==> src/rtl/cic_stereo_pkg.sv <==
//------------------------------------------------------------------------------
// Module : cic_stereo_pkg
// Brief  : Shared states, channel codes and default widths for the stereo CIC scheduler.
// Rev    : 1.0
//------------------------------------------------------------------------------
`default_nettype none

package cic_stereo_pkg;

  localparam int DEF_DW    = 16;
  localparam int DEF_ERR_W = 8;

  localparam logic CH_LEFT  = 1'b0;
  localparam logic CH_RIGHT = 1'b1;

  typedef enum logic [1:0] {
    IN_IDLE = 2'd0,
    IN_L    = 2'd1,
    IN_R    = 2'd2
  } in_state_t;

  typedef enum logic [1:0] {
    OUT_L    = 2'd0,
    OUT_R    = 2'd1,
    OUT_FULL = 2'd2
  } out_state_t;

endpackage

`default_nettype wire

==> src/rtl/cic_stereo_sched_if.sv <==
//------------------------------------------------------------------------------
// Module : cic_stereo_sched_if
// Brief  : Upstream, decimator and downstream streams plus error sideband.
// Rev    : 1.0
//------------------------------------------------------------------------------
`default_nettype none

interface cic_stereo_sched_if #(
  parameter int DW    = 16,
  parameter int ERR_W = 8
);
  logic          s_valid;
  logic          s_ready;
  logic [DW-1:0] s_left;
  logic [DW-1:0] s_right;

  logic          cic_in_valid;
  logic          cic_in_ready;
  logic [DW-1:0] cic_in_data;
  logic          cic_in_sop;
  logic          cic_in_eop;
  logic [1:0]    cic_in_error;

  logic          cic_out_valid;
  logic          cic_out_ready;
  logic [DW-1:0] cic_out_data;
  logic          cic_out_channel;
  logic [1:0]    cic_out_error;

  logic          m_valid;
  logic          m_ready;
  logic [DW-1:0] m_left;
  logic [DW-1:0] m_right;

  logic             seq_err;
  logic [ERR_W-1:0] err_count;
  logic             clr_err;

  // Scheduler view
  modport master (
    input  s_valid, s_left, s_right, cic_in_ready,
           cic_out_valid, cic_out_data, cic_out_channel, cic_out_error,
           m_ready, clr_err,
    output s_ready, cic_in_valid, cic_in_data, cic_in_sop, cic_in_eop,
           cic_in_error, cic_out_ready, m_valid, m_left, m_right,
           seq_err, err_count
  );

  // Environment view (upstream, decimator, mixer)
  modport slave (
    output s_valid, s_left, s_right, cic_in_ready,
           cic_out_valid, cic_out_data, cic_out_channel, cic_out_error,
           m_ready, clr_err,
    input  s_ready, cic_in_valid, cic_in_data, cic_in_sop, cic_in_eop,
           cic_in_error, cic_out_ready, m_valid, m_left, m_right,
           seq_err, err_count
  );

endinterface

`default_nettype wire

==> src/rtl/cic_lr_collect.sv <==
//------------------------------------------------------------------------------
// Module : cic_lr_collect
// Brief  : Reassembles decimated L/R beats into pairs; tracks order and error beats.
// Rev    : 1.0
//------------------------------------------------------------------------------
`default_nettype none

module cic_lr_collect
  import cic_stereo_pkg::*;
#(
  parameter int DW    = DEF_DW,
  parameter int ERR_W = DEF_ERR_W
) (
  input  wire              clk,
  input  wire              reset,
  input  wire              out_valid,
  output logic             out_ready,
  input  wire [DW-1:0]     out_data,
  input  wire              out_channel,
  input  wire [1:0]        out_error,
  output logic             m_valid,
  input  wire              m_ready,
  output logic [DW-1:0]    m_left,
  output logic [DW-1:0]    m_right,
  input  wire              clr_err,
  output logic             seq_err,
  output logic [ERR_W-1:0] err_count
);

  out_state_t    state, state_nxt;
  logic [DW-1:0] left_reg, right_reg;
  logic          accept, store_left, store_right, seq_evt, err_evt;

  assign out_ready = (state != OUT_FULL);
  assign accept    = out_valid && out_ready;
  assign m_valid   = (state == OUT_FULL);
  assign m_left    = left_reg;
  assign m_right   = right_reg;

  always_comb begin
    state_nxt   = state;
    store_left  = 1'b0;
    store_right = 1'b0;
    seq_evt     = 1'b0;
    err_evt     = 1'b0;
    if (accept) begin
      // Errored beats take priority and also abandon any half-built pair
      if (out_error != 2'b00) begin
        err_evt   = 1'b1;
        state_nxt = OUT_L;
      end else begin
        case (state)
          OUT_L: begin
            if (out_channel == CH_LEFT) begin
              store_left = 1'b1;
              state_nxt  = OUT_R;
            end else begin
              seq_evt = 1'b1;
            end
          end
          OUT_R: begin
            if (out_channel == CH_RIGHT) begin
              store_right = 1'b1;
              state_nxt   = OUT_FULL;
            end else begin
              store_left = 1'b1;
              seq_evt    = 1'b1;
            end
          end
          default: state_nxt = OUT_L;
        endcase
      end
    end else if (state == OUT_FULL && m_ready) begin
      state_nxt = OUT_L;
    end
  end

  always_ff @(posedge clk or posedge reset) begin
    if (reset) begin
      state     <= OUT_L;
      left_reg  <= '0;
      right_reg <= '0;
      seq_err   <= 1'b0;
      err_count <= '0;
    end else begin
      state <= state_nxt;
      if (store_left)  left_reg  <= out_data;
      if (store_right) right_reg <= out_data;
      if (clr_err) begin
        seq_err   <= 1'b0;
        err_count <= '0;
      end else begin
        if (seq_evt) seq_err <= 1'b1;
        if (err_evt && (err_count != {ERR_W{1'b1}})) err_count <= err_count + 1'b1;
      end
    end
  end

endmodule

`default_nettype wire

==> src/rtl/cic_stereo_sched.sv <==
//------------------------------------------------------------------------------
// Module : cic_stereo_sched
// Brief  : Serialises stereo pairs into a 2-channel CIC and collects pairs back out.
// Rev    : 1.0
//------------------------------------------------------------------------------
`default_nettype none

module cic_stereo_sched
  import cic_stereo_pkg::*;
#(
  parameter int DW    = DEF_DW,
  parameter int ERR_W = DEF_ERR_W
) (
  input wire                 clk,
  input wire                 reset,
  cic_stereo_sched_if.master bus
);

  in_state_t     state, state_nxt;
  logic [DW-1:0] left_hold, right_hold;
  logic          latch_pair;
  logic          s_ready, in_valid, in_sop, in_eop;
  logic [DW-1:0] in_data;

  always_comb begin
    state_nxt  = state;
    latch_pair = 1'b0;
    s_ready    = 1'b0;
    in_valid   = 1'b0;
    in_data    = '0;
    in_sop     = 1'b0;
    in_eop     = 1'b0;
    case (state)
      IN_IDLE: begin
        s_ready = 1'b1;
        if (bus.s_valid) begin
          latch_pair = 1'b1;
          state_nxt  = IN_L;
        end
      end
      IN_L: begin
        in_valid = 1'b1;
        in_data  = left_hold;
        in_sop   = 1'b1;
        if (bus.cic_in_ready) state_nxt = IN_R;
      end
      IN_R: begin
        in_valid = 1'b1;
        in_data  = right_hold;
        in_eop   = 1'b1;
        // Accepting the next pair as R leaves sustains one pair per two cycles
        s_ready  = bus.cic_in_ready;
        if (bus.cic_in_ready) begin
          if (bus.s_valid) begin
            latch_pair = 1'b1;
            state_nxt  = IN_L;
          end else begin
            state_nxt  = IN_IDLE;
          end
        end
      end
      default: state_nxt = IN_IDLE;
    endcase
  end

  always_ff @(posedge clk or posedge reset) begin
    if (reset) begin
      state      <= IN_IDLE;
      left_hold  <= '0;
      right_hold <= '0;
    end else begin
      state <= state_nxt;
      if (latch_pair) begin
        left_hold  <= bus.s_left;
        right_hold <= bus.s_right;
      end
    end
  end

  assign bus.s_ready      = s_ready;
  assign bus.cic_in_valid = in_valid;
  assign bus.cic_in_data  = in_data;
  assign bus.cic_in_sop   = in_sop;
  assign bus.cic_in_eop   = in_eop;
  assign bus.cic_in_error = 2'b00;

  cic_lr_collect #(
    .DW    (DW),
    .ERR_W (ERR_W)
  ) u_collect (
    .clk         (clk),
    .reset       (reset),
    .out_valid   (bus.cic_out_valid),
    .out_ready   (bus.cic_out_ready),
    .out_data    (bus.cic_out_data),
    .out_channel (bus.cic_out_channel),
    .out_error   (bus.cic_out_error),
    .m_valid     (bus.m_valid),
    .m_ready     (bus.m_ready),
    .m_left      (bus.m_left),
    .m_right     (bus.m_right),
    .clr_err     (bus.clr_err),
    .seq_err     (bus.seq_err),
    .err_count   (bus.err_count)
  );

endmodule

`default_nettype wire

==> src/flat_wrapper.sv <==
// flat-port wrapper written by rule: the top's interface ports become plain ports
module cic_stereo_sched_flat import cic_stereo_pkg::*;
#(
  parameter int DW    = DEF_DW,
  parameter int ERR_W = DEF_ERR_W
)
  (clk, reset, bus_s_valid, bus_s_left, bus_s_right, bus_cic_in_ready, bus_cic_out_valid, bus_cic_out_data, bus_cic_out_channel, bus_cic_out_error, bus_m_ready, bus_clr_err, bus_s_ready, bus_cic_in_valid, bus_cic_in_data, bus_cic_in_sop, bus_cic_in_eop, bus_cic_in_error, bus_cic_out_ready, bus_m_valid, bus_m_left, bus_m_right, bus_seq_err, bus_err_count);
  cic_stereo_sched_if #(.DW(DW), .ERR_W(ERR_W)) bus_i ();
  input wire clk;
  input wire reset;
  input wire logic [$bits(bus_i.s_valid)-1:0] bus_s_valid;
  input wire logic [$bits(bus_i.s_left)-1:0] bus_s_left;
  input wire logic [$bits(bus_i.s_right)-1:0] bus_s_right;
  input wire logic [$bits(bus_i.cic_in_ready)-1:0] bus_cic_in_ready;
  input wire logic [$bits(bus_i.cic_out_valid)-1:0] bus_cic_out_valid;
  input wire logic [$bits(bus_i.cic_out_data)-1:0] bus_cic_out_data;
  input wire logic [$bits(bus_i.cic_out_channel)-1:0] bus_cic_out_channel;
  input wire logic [$bits(bus_i.cic_out_error)-1:0] bus_cic_out_error;
  input wire logic [$bits(bus_i.m_ready)-1:0] bus_m_ready;
  input wire logic [$bits(bus_i.clr_err)-1:0] bus_clr_err;
  output wire logic [$bits(bus_i.s_ready)-1:0] bus_s_ready;
  output wire logic [$bits(bus_i.cic_in_valid)-1:0] bus_cic_in_valid;
  output wire logic [$bits(bus_i.cic_in_data)-1:0] bus_cic_in_data;
  output wire logic [$bits(bus_i.cic_in_sop)-1:0] bus_cic_in_sop;
  output wire logic [$bits(bus_i.cic_in_eop)-1:0] bus_cic_in_eop;
  output wire logic [$bits(bus_i.cic_in_error)-1:0] bus_cic_in_error;
  output wire logic [$bits(bus_i.cic_out_ready)-1:0] bus_cic_out_ready;
  output wire logic [$bits(bus_i.m_valid)-1:0] bus_m_valid;
  output wire logic [$bits(bus_i.m_left)-1:0] bus_m_left;
  output wire logic [$bits(bus_i.m_right)-1:0] bus_m_right;
  output wire logic [$bits(bus_i.seq_err)-1:0] bus_seq_err;
  output wire logic [$bits(bus_i.err_count)-1:0] bus_err_count;
  assign bus_i.s_valid = bus_s_valid;
  assign bus_i.s_left = bus_s_left;
  assign bus_i.s_right = bus_s_right;
  assign bus_i.cic_in_ready = bus_cic_in_ready;
  assign bus_i.cic_out_valid = bus_cic_out_valid;
  assign bus_i.cic_out_data = bus_cic_out_data;
  assign bus_i.cic_out_channel = bus_cic_out_channel;
  assign bus_i.cic_out_error = bus_cic_out_error;
  assign bus_i.m_ready = bus_m_ready;
  assign bus_i.clr_err = bus_clr_err;
  assign bus_s_ready = bus_i.s_ready;
  assign bus_cic_in_valid = bus_i.cic_in_valid;
  assign bus_cic_in_data = bus_i.cic_in_data;
  assign bus_cic_in_sop = bus_i.cic_in_sop;
  assign bus_cic_in_eop = bus_i.cic_in_eop;
  assign bus_cic_in_error = bus_i.cic_in_error;
  assign bus_cic_out_ready = bus_i.cic_out_ready;
  assign bus_m_valid = bus_i.m_valid;
  assign bus_m_left = bus_i.m_left;
  assign bus_m_right = bus_i.m_right;
  assign bus_seq_err = bus_i.seq_err;
  assign bus_err_count = bus_i.err_count;
  cic_stereo_sched #(.DW(DW), .ERR_W(ERR_W)) u_core (.clk(clk), .reset(reset), .bus(bus_i));
endmodule
==> config.mk <==
export PLATFORM = sky130hd
export DESIGN_NAME = cic_stereo_sched_flat
export DESIGN_NICKNAME = d
export VERILOG_FILES = /design/src/rtl/cic_stereo_pkg.sv /design/src/rtl/cic_stereo_sched_if.sv /design/src/rtl/cic_lr_collect.sv /design/src/rtl/cic_stereo_sched.sv /design/src/flat_wrapper.sv
export SDC_FILE = /design/constraint.sdc
export NUM_CORES = 1
export LEC_CHECK = 0
export CORE_UTILIZATION = 35
export CTS_CLUSTER_DIAMETER = 80
export DETAILED_ROUTE_END_ITERATION = 7
export PLACE_DENSITY = 0.65
export SLEW_MARGIN = 10
export SYNTH_ARGS = -nofsm -noshare
export SYNTH_HDL_FRONTEND = slang
export SYNTH_SLANG_ARGS = --single-unit
export TNS_END_PERCENT = 1
==> constraint.sdc <==
create_clock -name clk -period 2.7 [get_ports clk]
set_input_delay 0.675 -clock clk [delete_from_list [all_inputs] [get_ports clk]]
set_output_delay 0.675 -clock clk [all_outputs]
set_load 0.01 [all_outputs]
==> flow_summary.yaml <==
detailed_routing:
  drt-pass1-iter-count: 4
  post_drt_wl_per_cell_um: 15.5
  postRouteWirelength_um: 8030
  drtIter0Drc: 72
  antenna_left: 0
  num_vias: 2508
  viasPerCell: 4.83
  drc: 0
cts:
  ctsRootBufferMaster: "clkbuf_8"
  cts_tree: "yes"
  htree_levels: 3
  cts_sinks: 77
  postCtsHoldBufs: 0
  clockBufferDepth: 2
  clk_pin_slew_ns: 0.08
  cts-buffers-inserted: 9
  clk-insertion-delay-late_ns: 0.35
synthesis:
  synthAdderAreaFrac_pct: 2.17
  syn_area_um2: 3470
  synth_xor_area_share_pct: 0.505
  syn_avg_cell_area_um2: 13.4
  synth-simple-area-share_pct: 8.30
  synth_top_family_by_area: "multiplexers"
  ys_seq_area_share_pct: 55.6
  synth_edf_count: 0
  synthFlopType: "dfrtp_1"
  synth_cell_types: 41
  ys_ff_latch: 77
  yosysWarnings: 0
  synthMuxAreaShare_pct: 22.7
  synth-compound-area-share_pct: 6.86
  synthesis.instances: 258
  ys_async_sr_fraction_pct: 100
worst_setup_path:
  path_cells: "inv_1 -> ha_2 -> buf_12 -> a22oi_1 -> nor2b_1 -> clkdlybuf4s50_1"
  rrSetupSlack_ns: 0.84
  crit_buf_inv: 3
  crit_family: "buffers and inverters"
  cp.required_ns: 2.03
  crit_arrival_ns: 1.99
  slowest_stage: "clkdlybuf4s50_1"
  end_kind: "output port"
  cp_max_fo: 16
  slowest_delay_ns: 0.54
  startpoint_type: "register"
  critPathKind: "reg2out"
sta:
  fmax_mhz: 376
  finalMaxSlewViolations: 0
  hold_viol: 0
  fin_crit_sh_pct: 98.6
  skew_ns: 0.0103
  finalSetupViolCount: 0
  period_needed_ns: 2.66
  rsz0062_at_grt: "true"
  worst_pin_slew_ns: 0.591
  slew_headroom_pct: 60.6
power_and_ir_drop:
  p_sw_share_pct: 30.5
  pwr-share-clk_pct: 20.4
  internal-power_mw: 3.01
  power_frac_comb_pct: 40.7
  vdd_drop_max_mv: 0.375
  switching_power_mw: 1.32
  power_density_nw_per_um2: 856
  pwr-share-seq_pct: 38.9
  leakage_nw: 2.21
cells_and_area:
  antenna_cells: 0
  fin_nets: 449
  layout-drive-gt1-share_pct: 24.9
  final_core_util_pct: 53.8
  area_growth_pct: 46.1
  fin_cells: 519
global_route:
  antenna_found_initial: 0
  grt_pass1_vias: 2711
  grt_pass1_wl_um: 13100
  grt_overflow: 0
  grt.total_usage_pct: 16.6
  grt_max_degree: 78
die:
  start_util_pct: 36.8
  die_area_um2: 10300
  rows: 35
  die_x_um: 102
  core_um2: 9420
  ios: 123
  die_y_um: 102
place:
  place.gp.congestion: 0.710
  portBuffers: 120
  dpl.hpwl_um: 5570
  dp_cells: 502
min_path:
  hp-class: "reg2reg"
outcome:
  outcome: "finished clean"
flow_run:
  cap_violations: 0
## kinds of logic after synthesis
| logic type | after synthesis |
|---|---|
| flops | 77 |
| fa+ha+maj | 6 |
| other cells | 1 |
| mux | 67 |
| compound gates | 35 |
| buf+inv | 20 |
| xor+xnor | 2 |
| simple gates | 50 |
## placed cells by master, fill, tap and decap left out, types with 4 or more instances in the layout
cell type,synthesis,layout
inv_1,5,4
mux2_4,9,9
dfrtp_1,77,77
clkbuf_8,0,10
clkinvlp_4,0,4
dlygate4sd2_1,0,6
o21ai_0,4,4
ha_1,6,5
a21oi_1,7,7
buf_12,1,4
a22oi_1,16,16
nand2_1,8,8
nor2b_1,18,18
clkdlybuf4s50_1,0,109
buf_4,2,4
dlymetal6s2s_1,0,5
nor2_1,6,6
mux2_2,56,56
## final timing paths
check | start | to | cells past startpoint
worst max-delay path | u_core.state[1]$_DFFE_PP0P_ | bus_cic_in_data[12] | 6
worst min-delay path | u_core.u_collect.m_left[3]$_DFFE_PP0P_ | u_core.u_collect.m_left[3]$_DFFE_PP0P_ | 1
worst max register to register | u_core.u_collect.err_count[0]$_DFFE_PP0P_ | u_core.u_collect.err_count[5]$_DFFE_PP0P_ | 5
worst min register to register | u_core.u_collect.m_left[3]$_DFFE_PP0P_ | u_core.u_collect.m_left[3]$_DFFE_PP0P_ | 1
max in group asynchronous | reset | u_core.u_collect.err_count[5]$_DFFE_PP0P_ | 3
min in group asynchronous | reset | u_core.right_hold[9]$_DFFE_PP0P_ | 3
## cell type report
class                      instances  area [µm²]
clock buffer                      11         141
clock inverter                     5        60.1
fill                             850        4350
inverter                           5        20.0
multi-input combinational        162        1420
sequential                        77        1930
tap                              129         161
timing repair buffer             130        1340
## sequential cells by signal, summed over array words and instances (netlist names)
register and count:
u_core.u_collect.err_count 8, u_core.u_collect.m_right 16, u_core.u_collect.m_left 16, u_core.u_collect.seq_err 1
u_core.left_hold 16, u_core.u_collect.state 2, u_core.right_hold 16, u_core.state 2
## per-stage QoR
stage                     cell area [µm²]  power, mW  TNS (ns)  setup WS (ns)  hold WS (ns)
after floorplan                      3470       2.66         0         0.0583         0.480
after global placement               4840       3.45         0          0.164         0.470
after detailed placement             4840       3.50         0          0.102         0.483
after CTS                            5050       4.40         0        0.00310         0.502
after global routing                 5060       4.61    -0.363        -0.0895         0.528
final                                5060       4.33         0         0.0375         0.500
## routing by layer
| metal | vias up | wire [µm] | global-route usage (%) |
|---|---|---|---|
| li1 | 1163 | - | - |
| met1 | 1229 | 3590 | 20.5 |
| met2 | 106 | 3640 | 26.6 |
| met3 | 10 | 717 | 5.87 |
| met4 | 0 | 93 | 6.35 |
| met5 | - | 0 | 0 |
## power by group through the flow
stage	clock, mW	sequential [mW]	combinational, mW
2_1_floorplan	0	1.71	0.942
3_3_place_gp	0	1.70	1.76
3_5_place_dp	0	1.71	1.79
4_1_cts	0.909	1.69	1.80
5_1_grt	0.953	1.73	1.93
6_report	0.883	1.69	1.77
## cells in the mapped netlist (2+ instances only)
| cell type | count | area, µm² |
|---|---|---|
| buf_6 | 2 | 22.5 |
| or3_1 | 3 | 18.8 |
| dfrtp_1 | 77 | 1930 |
| clkbuf_1 | 3 | 11.3 |
| nand2b_1 | 3 | 18.8 |
| a22oi_1 | 16 | 120 |
| nor2_1 | 6 | 22.5 |
| nand3_1 | 3 | 15.0 |
| o21ai_0 | 4 | 20.0 |
| xor2_1 | 2 | 17.5 |
| buf_4 | 2 | 15.0 |
| o31ai_1 | 2 | 15.0 |
| buf_2 | 4 | 20.0 |
| mux2_2 | 56 | 631 |
| buf_1 | 2 | 7.51 |
| mux2_4 | 9 | 135 |
| nor2b_1 | 18 | 113 |
| a21oi_1 | 7 | 35.0 |
| inv_1 | 5 | 18.8 |
| nand2_1 | 8 | 30.0 |
| ha_1 | 6 | 75.1 |
## repair_timing
item                                    in CTS  in global routing
resized for setup                            9                  5
endpoints found under the setup margin      16                 10
buffers inserted                             1                  0
cloned                                       0                  0
Note: power is estimated with default switching activity, not from simulation.
